File: config.mk
export PLATFORM = sky130hd
export DESIGN_NAME = unified_mem_arbiter
export DESIGN_NICKNAME = d
export VERILOG_FILES = /design/src/rtl/unified_mem_arbiter.sv
export SDC_FILE = /design/constraint.sdc
export NUM_CORES = 1
export LEC_CHECK = 0
export CORE_AREA = 2 2 105 158
export CTS_BUF_LIST = sky130_fd_sc_hd__clkbuf_16
export DETAILED_ROUTE_END_ITERATION = 8
export DIE_AREA = 0 0 107 160
export GPL_ROUTABILITY_DRIVEN = 0
export PLACE_DENSITY = 0.75
export SLEW_MARGIN = 5
export SYNTH_ARGS = -nofsm -noshare
export SYNTH_HDL_FRONTEND = slang
export SYNTH_SLANG_ARGS = --single-unit
File: constraint.sdc
create_clock -name clk -period 3.8 [get_ports clk]
set_input_delay 0.38 -clock clk [delete_from_list [all_inputs] [get_ports clk]]
set_output_delay 0.38 -clock clk [all_outputs]
set_load 0.01 [all_outputs]
File: src/rtl/unified_mem_arbiter.sv
// Arbitrates instruction fetch and data access onto one single-outstanding memory port.
// Define ARB_TIMEOUT_EN to enable a watchdog that aborts a BUSY transaction after TIMEOUT cycles.
module unified_mem_arbiter #(
    parameter int unsigned ADDR_W        = 32,
    parameter int unsigned DATA_W        = 32,
    parameter int unsigned MAX_DM_STREAK = 4,
    parameter int unsigned TIMEOUT       = 15
) (
    input  logic              clk,
    input  logic              reset,

    input  logic              if_req,
    input  logic [ADDR_W-1:0] if_addr,
    output logic [DATA_W-1:0] if_rdata,
    output logic              if_ack,

    input  logic              dm_req,
    input  logic              dm_we,
    input  logic [ADDR_W-1:0] dm_addr,
    input  logic [DATA_W-1:0] dm_wdata,
    output logic [DATA_W-1:0] dm_rdata,
    output logic              dm_ack,

    output logic              mem_req,
    output logic              mem_we,
    output logic [ADDR_W-1:0] mem_addr,
    output logic [DATA_W-1:0] mem_wdata,
    input  logic [DATA_W-1:0] mem_rdata,
    input  logic              mem_ack,

    output logic              stall_if,
    output logic              stall_mem,
    output logic              arb_err
);

    localparam int unsigned STREAK_W = $clog2(MAX_DM_STREAK + 2);
    localparam logic [STREAK_W-1:0] STREAK_MAX = STREAK_W'(MAX_DM_STREAK);

    typedef enum logic [1:0] {
        IDLE,
        IF_BUSY,
        DM_BUSY
    } state_t;

    state_t              state, state_next;
    logic [STREAK_W-1:0] streak, streak_next;
    logic                grant_dm, grant_if;

    logic                mem_req_next, mem_we_next;
    logic [ADDR_W-1:0]   mem_addr_next;
    logic [DATA_W-1:0]   mem_wdata_next;
    logic                if_ack_next, dm_ack_next;
    logic [DATA_W-1:0]   if_rdata_next, dm_rdata_next;

`ifdef ARB_TIMEOUT_EN
    localparam int unsigned WD_W = $clog2(TIMEOUT + 1);
    localparam logic [WD_W-1:0] WD_LAST = WD_W'(TIMEOUT - 1);
    logic [WD_W-1:0] wd, wd_next;
    logic            arb_err_next;
`else
    assign arb_err = 1'b0;
`endif

    assign stall_if  = if_req & ~if_ack;
    assign stall_mem = dm_req & ~dm_ack;

    always_comb begin
        state_next     = state;
        streak_next    = streak;
        mem_req_next   = mem_req;
        mem_we_next    = mem_we;
        mem_addr_next  = mem_addr;
        mem_wdata_next = mem_wdata;
        if_ack_next    = 1'b0;
        dm_ack_next    = 1'b0;
        if_rdata_next  = if_rdata;
        dm_rdata_next  = dm_rdata;
`ifdef ARB_TIMEOUT_EN
        wd_next        = wd;
        arb_err_next   = 1'b0;
`endif
        // streak never exceeds STREAK_MAX, so these two grants are mutually exclusive
        grant_dm = dm_req && (!if_req || (streak < STREAK_MAX));
        grant_if = if_req && (!dm_req || (streak == STREAK_MAX));

        case (state)
            IDLE: begin
`ifdef ARB_TIMEOUT_EN
                wd_next = '0;
`endif
                if (grant_dm) begin
                    state_next     = DM_BUSY;
                    mem_req_next   = 1'b1;
                    mem_we_next    = dm_we;
                    mem_addr_next  = dm_addr;
                    mem_wdata_next = dm_wdata;
                    if (if_req && (streak < STREAK_MAX)) begin
                        streak_next = streak + 1'b1;
                    end
                end else if (grant_if) begin
                    state_next    = IF_BUSY;
                    mem_req_next  = 1'b1;
                    mem_we_next   = 1'b0;
                    mem_addr_next = if_addr;
                    streak_next   = '0;
                end
            end
            IF_BUSY, DM_BUSY: begin
                if (mem_ack) begin
                    state_next   = IDLE;
                    mem_req_next = 1'b0;
                    mem_we_next  = 1'b0;
                    if (state == IF_BUSY) begin
                        if_ack_next   = 1'b1;
                        if_rdata_next = mem_rdata;
                    end else begin
                        dm_ack_next = 1'b1;
                        if (!mem_we) begin
                            dm_rdata_next = mem_rdata;
                        end
                    end
                end
`ifdef ARB_TIMEOUT_EN
                else if (wd == WD_LAST) begin
                    // Abort: owner sees its ack alongside arb_err, read data left untouched
                    state_next   = IDLE;
                    mem_req_next = 1'b0;
                    mem_we_next  = 1'b0;
                    arb_err_next = 1'b1;
                    if (state == IF_BUSY) begin
                        if_ack_next = 1'b1;
                    end else begin
                        dm_ack_next = 1'b1;
                    end
                end else begin
                    wd_next = wd + 1'b1;
                end
`endif
            end
            default: begin
                state_next   = IDLE;
                mem_req_next = 1'b0;
                mem_we_next  = 1'b0;
            end
        endcase
    end

    always_ff @(posedge clk or posedge reset) begin
        if (reset) begin
            state <= IDLE;
        end else begin
            state <= state_next;
        end
    end

    always_ff @(posedge clk or posedge reset) begin
        if (reset) begin
            streak    <= '0;
            mem_req   <= 1'b0;
            mem_we    <= 1'b0;
            mem_addr  <= '0;
            mem_wdata <= '0;
            if_ack    <= 1'b0;
            dm_ack    <= 1'b0;
            if_rdata  <= '0;
            dm_rdata  <= '0;
        end else begin
            streak    <= streak_next;
            mem_req   <= mem_req_next;
            mem_we    <= mem_we_next;
            mem_addr  <= mem_addr_next;
            mem_wdata <= mem_wdata_next;
            if_ack    <= if_ack_next;
            dm_ack    <= dm_ack_next;
            if_rdata  <= if_rdata_next;
            dm_rdata  <= dm_rdata_next;
        end
    end

`ifdef ARB_TIMEOUT_EN
    always_ff @(posedge clk or posedge reset) begin
        if (reset) begin
            wd      <= '0;
            arb_err <= 1'b0;
        end else begin
            wd      <= wd_next;
            arb_err <= arb_err_next;
        end
    end
`endif

endmodule
# Yosys cells after proc, flatten, opt, wreduce, memory -nomap -nowiden
# Cells that the tools add are included.
[totals]
regBits = 137
in_bits = 134
output_inout_bits = 135
[classes]
addsub = 1
order_cmp = 1
eq_ne = 6
n_mux = 22
bitwise_logic = 6
n_reduce_logical = 16
[op_table]
columns = ["op", "count"]
rows = [
  ["two-way mux 32 bit", 2],
  ["two-way mux 1 bit", 11],
  ["two-way mux 3 bit", 3],
  ["two-way mux 2 bit", 3],
  ["AND reduction 2 bit", 3],
  ["AND reduction 3 bit", 2],
  ["inverter 1 bit", 4],
  ["case mux 1 bit (2 select lines)", 2],
  ["case mux 2 bit (2 select lines)", 1],
  ["AND reduction 4 bit", 1],
  ["adder 3 x 1 -> 3 bit (second input constant)", 1],
  ["== test 3 bit (second input constant)", 1],
  ["logical AND 1 bit", 3],
  ["< comparator 3 bit (second input constant)", 1],
  ["!= test 3 bit (second input constant)", 1],
  ["bitwise AND 1 bit", 2],
  ["== test 2 x 1 -> 1 bit (second input constant)", 1],
  ["== test 2 bit (second input constant)", 1],
  ["logical NOT 1 bit", 2],
  ["logical NOT 2 bit", 1],
  ["logical OR 1 bit", 2],
  ["!= test 2 x 1 -> 1 bit (second input constant)", 1],
  ["!= test 2 bit (second input constant)", 1],
  ["nonzero test 2 bit", 1],
  ["OR reduction 2 bit", 1],
]

# Depth between registers and ports, before layout
[depth]
depth_word = 6
mapped_depth = 7
ltp_nobuf = 6

# Least setup slack after synthesis
# OpenSTA, ideal clock, no wires.
[synth_timing]
kind = "register to register"
start = "register state[0]"
end = "register dm_rdata[1]"
t_arrival_ns = 1.542
t_required_ns = 3.675
setup_slack_ns = 2.133
stages_incl_launch_ff = 7
period_less_slack_ns = 1.667
cell_sequence = "dfrtp_1 inv_1 ha_1 nand2_1 nor3_2 buf_4 mux2_2"
[synth_between]
elab_chain_len = 3
word_cells_on_any_way = 5
cone_classes = "eq/ne (2); bitwise (1); reduce/logical (2)"
[synth_lines]
columns = ["element", "line_no", "source"]
rows = [
  ["start, declared", "45", "state_t state, state_next;"],
  ["start signal, assigned", "152", "state <= state_next;"],
  ["== test 2 x 1 -> 1 bit / == test 2 bit (equally long branches)", "86, 113", ""],
  ["OR reduction 2 bit / inverter 1 bit (equally long branches)", "--", ""],
  ["AND reduction 4 bit (no line) (*)", "--", ""],
  ["end signal, assigned", "176", "dm_rdata <= dm_rdata_next;"],
  ["end, declared", "21", "output logic [DATA_W-1:0] dm_rdata,"],
]
# Mark *: on every way between the ends. The rest lies on a longest branch, timed or not.
# A chain may end at the register's enable or synchronous reset.

# Worst setup path in the final report
[layout_timing]
start = "input if_req"
end = "output stall_if"
[layout_between]
elab_chain_len = 1
[layout_lines]
columns = ["element", "line_no", "source"]
rows = [
  ["start, declared", "12", "input logic if_req,"],
  ["bitwise AND 1 bit", "64", "assign stall_if = if_req & ~if_ack;"],
  ["end, declared", "31", "output logic stall_if,"],
]
# Every way passes these cells.

==> impl_metrics.json <==
{
  "area_growth_pct": 58.28,
  "vias": 4164,
  "path_clk_slew_ns": 0.05,
  "dp_hpwl_microns": 10980,
  "root_buffer": "clkbuf_16",
  "num_antenna_cells": 0,
  "drc": 0,
  "reg2reg_from": "streak[0]",
  "hold_depth": 2,
  "finalWorstSetupSlack_ns": 1.615,
  "path_max_fanout": 6,
  "routedWlPerCell_microns": 16.69,
  "worst_slew_pin_slew_ns": 1.007,
  "relSlewSlack": 0.3269,
  "antenna_found_initial": 0,
  "path_class": "in2out",
  "rows": 57,
  "ir_drop_mv": 0.4130,
  "yosysTopAreaCellShare": 0.5960,
  "p_seq_frac": 0.344,
  "cts_tree": "built",
  "grt_pass1_vias": 4616,
  "p_sw_frac": 0.3173,
  "wl_microns": 14790,
  "worst_setup_path_start_kind": "input pin",
  "pre_cts_slack_ns": 1.439,
  "synth_area_leaders": "dfrtp_1 (60%), mux2_2 (13%), mux2_4 (7.8%)",
  "cts_buffer_depth": 2,
  "p_leak_nw": 3.948,
  "dieArea_sq_um": 17120,
  "grt-ovfl-total": 0,
  "crit_chain": "clkdlybuf4s50_1 > nor2b_1 > clkdlybuf4s50_1",
  "grt_pass1_wl_microns": 23500,
  "p_sw_w": 0.002398,
  "timing.fmax_mhz": 457.6,
  "ys_warn_count": 0,
  "holdCritStartpoint": "mem_addr[2]",
  "cp.required_ns": 3.42,
  "cp_common_cell": "clkdlybuf4s50_1",
  "period_needed_ns": 2.185,
  "setup_viol": 0,
  "endpoint_kind": "primary output",
  "whs_ns": 0.4818,
  "dp.cells": 854,
  "avgSynthCellArea_sq_um": 14.52,
  "die_w_microns": 107,
  "cp_top_family": "buffers and inverters",
  "min_to": "mem_addr[2]",
  "drv_slew": 0,
  "combPwrFrac": 0.462,
  "layout-drive-gt1-share": 0.2059,
  "finalHoldViolCount": 0,
  "r2r-end": "mem_addr[28]",
  "syn-cell-area_sq_um": 5752,
  "clock_skew_ns": 0.006035,
  "fin_crit_sh": 0.5751,
  "synth_nets": 534,
  "power_w": 0.007558,
  "ant_nets": 0,
  "syn_inst": 396,
  "synth.distinct_cells": 33,
  "core_sq_um": 15900,
  "slowest_stage": "clkdlybuf4s50_1",
  "grtUsageTotal": 0.1758,
  "via_per_inst": 4.700,
  "rsz0062_at_grt": "false",
  "drtIter0Drc": 98,
  "ff2ff_setup_slack_ns": 1.86,
  "initial_core_util": 0.3617,
  "p_int_w": 0.005160,
  "cts_resized": 0,
  "firstDrtPassIters": 4,
  "cp.arrival_ns": 1.81,
  "tns_ns": 0,
  "clkPwrFrac": 0.194,
  "clk_latency_ns": 0.40,
  "max_stage_delay_ns": 0.66,
  "outcome": "finished clean",
  "yosysTopAreaCell": "dfrtp_1",
  "fin_cells": 886,
  "p_per_area_nw_per_um2": 830.2,
  "cts_setup_buffers": 0,
  "holdBufCountCts": 0,
  "cts_buffers": 17,
  "nets": 805,
  "holdCritPathClass": "reg2reg",
  "port_buffers": 267,
  "io-pin-count": 269,
  "drv_cap": 0,
  "die_h_microns": 160,
  "fill_cells": 1294,
  "synth_seq_cells": 137,
  "ys_seq_area_frac": 0.5960,
  "cts_max_level": 4,
  "crit_buf_inv": 2,
  "grt_max_degree": 56,
  "reg2regPathDepth": 6,
  "cts_sinks": 137
}
[synth_stat cells]
cell type / count
dfrtp_1: 137
mux2_2: 64
nand2_1: 38
mux2i_1: 33
mux2_4: 30
o21ai_1: 22
inv_1: 8
buf_2: 7
o21ai_0: 7
o21ai_2: 6
buf_4: 5
buf_12: 4
ha_1: 4
buf_6: 3
nand3_1: 3
nor2b_1: 3
clkbuf_2: 2
mux2_1: 2
nand2b_1: 2
nor2_1: 2
o211ai_1: 2
a21boi_4: 1
a22o_1: 1
a31oi_1: 1
a32o_1: 1
conb_1: 1
nand2_4: 1
nand4b_1: 1
nor3_2: 1
o211ai_2: 1
o22a_1: 1
o2bb2ai_1: 1
or3_1: 1
[cell usage in the layout, fill, tap and decap left out, types with 2 or more instances in the layout]
cell             instances
o211ai_1                 2
mux2_1                   2
mux2_4                  30
clkdlybuf4s50_1        267
o21ai_2                  6
inv_1                    9
o21ai_0                  7
o21ai_1                 22
mux2i_1                 33
nor2b_1                  3
ha_1                     4
buf_12                   2
nor2_1                   2
nand3_1                  3
nand2_1                 38
mux2_2                  64
clkinvlp_4               8
nand2b_1                 2
inv_6                    4
dfrtp_1                137
buf_4                    4
clkbuf_16               17
[per-layer routing]
layer | GRT usage | vias up | wire (microns)
met5 | 0 | - | 0
met4 | 0.07969 | 0 | 505
met3 | 0.05796 | 35 | 1113
met2 | 0.3121 | 171 | 7798
met1 | 0.1865 | 2031 | 5373
li1 | - | 1927 | -
[worst max path at each step]
stage / endpoint / slack (ns) / cells past startpoint / from
floorplan: dm_ack / 1.71 / 1 / reset
global placement: mem_addr[28] / 1.50 / 5 / dm_req
detailed placement: mem_addr[28] / 1.44 / 5 / dm_req
CTS: stall_if / 1.63 / 3 / if_req
global route: stall_if / 1.59 / 3 / if_req
finish: stall_if / 1.61 / 3 / if_req
[logic make-up (layout without fill, tap and decap cells)]
group | after synthesis | count (layout) | synth area share
and+or+nand+nor | 52 | 52 | 0.04046
AOI/OAI and AO/OA | 44 | 44 | 0.04982
adders and majority gates | 4 | 4 | 0.008702
DFF | 137 | 137 | 0.5960
muxes | 129 | 129 | 0.2650
buffers and inverters | 29 | 313 | 0.03937
other | 1 | 1 | 0.0006520
[metrics by stage]
stage                 util  area, sq um
floorplan                -         5756
global placement    0.5391         8574
detailed placement  0.5391         8574
CTS                 0.5724         9104
global route        0.5724         9104
finish              0.5724         9104
[area by class of cell]
| cell class | count | area, sq um | share of cell area |
|---|---|---|---|
| sequential | 137 | 3428 | 0.3766 |
| timing repair buffer | 273 | 2743 | 0.3013 |
| multi-input combinational | 230 | 2112 | 0.2320 |
| clock buffer | 17 | 425.4 | 0.04673 |
| tap | 206 | 257.7 | 0.02831 |
| clock inverter | 15 | 103.9 | 0.01141 |
| inverter | 8 | 33.78 | 0.003711 |
[power by group through the flow]
stage	Sequential [W]	Clock, W	Combinational, W
6_report	0.00260	0.00147	0.00349
5_1_grt	0.00269	0.00158	0.00374
4_1_cts	0.00261	0.00152	0.00355
3_5_place_dp	0.00262	0	0.00353
3_3_place_gp	0.00257	0	0.00346
2_1_floorplan	0.00291	0	0.00136
[registers in the layout, indices dropped and copies added (netlist names)]
signal	count
mem_addr	32
dm_ack	1
state	2
mem_we	1
dm_rdata	32
streak	3
mem_req	1
if_rdata	32
if_ack	1
mem_wdata	32
[worst register-to-register path: stages, from the launching register on]
cell	delay, ns
dfrtp_1	0.35
inv_1	0.07
ha_1	0.20
nand4b_1	0.24
o211ai_4	0.28
buf_4	0.49
o21ai_0	0.17
Note: power is estimated with default switching activity, not from simulation.
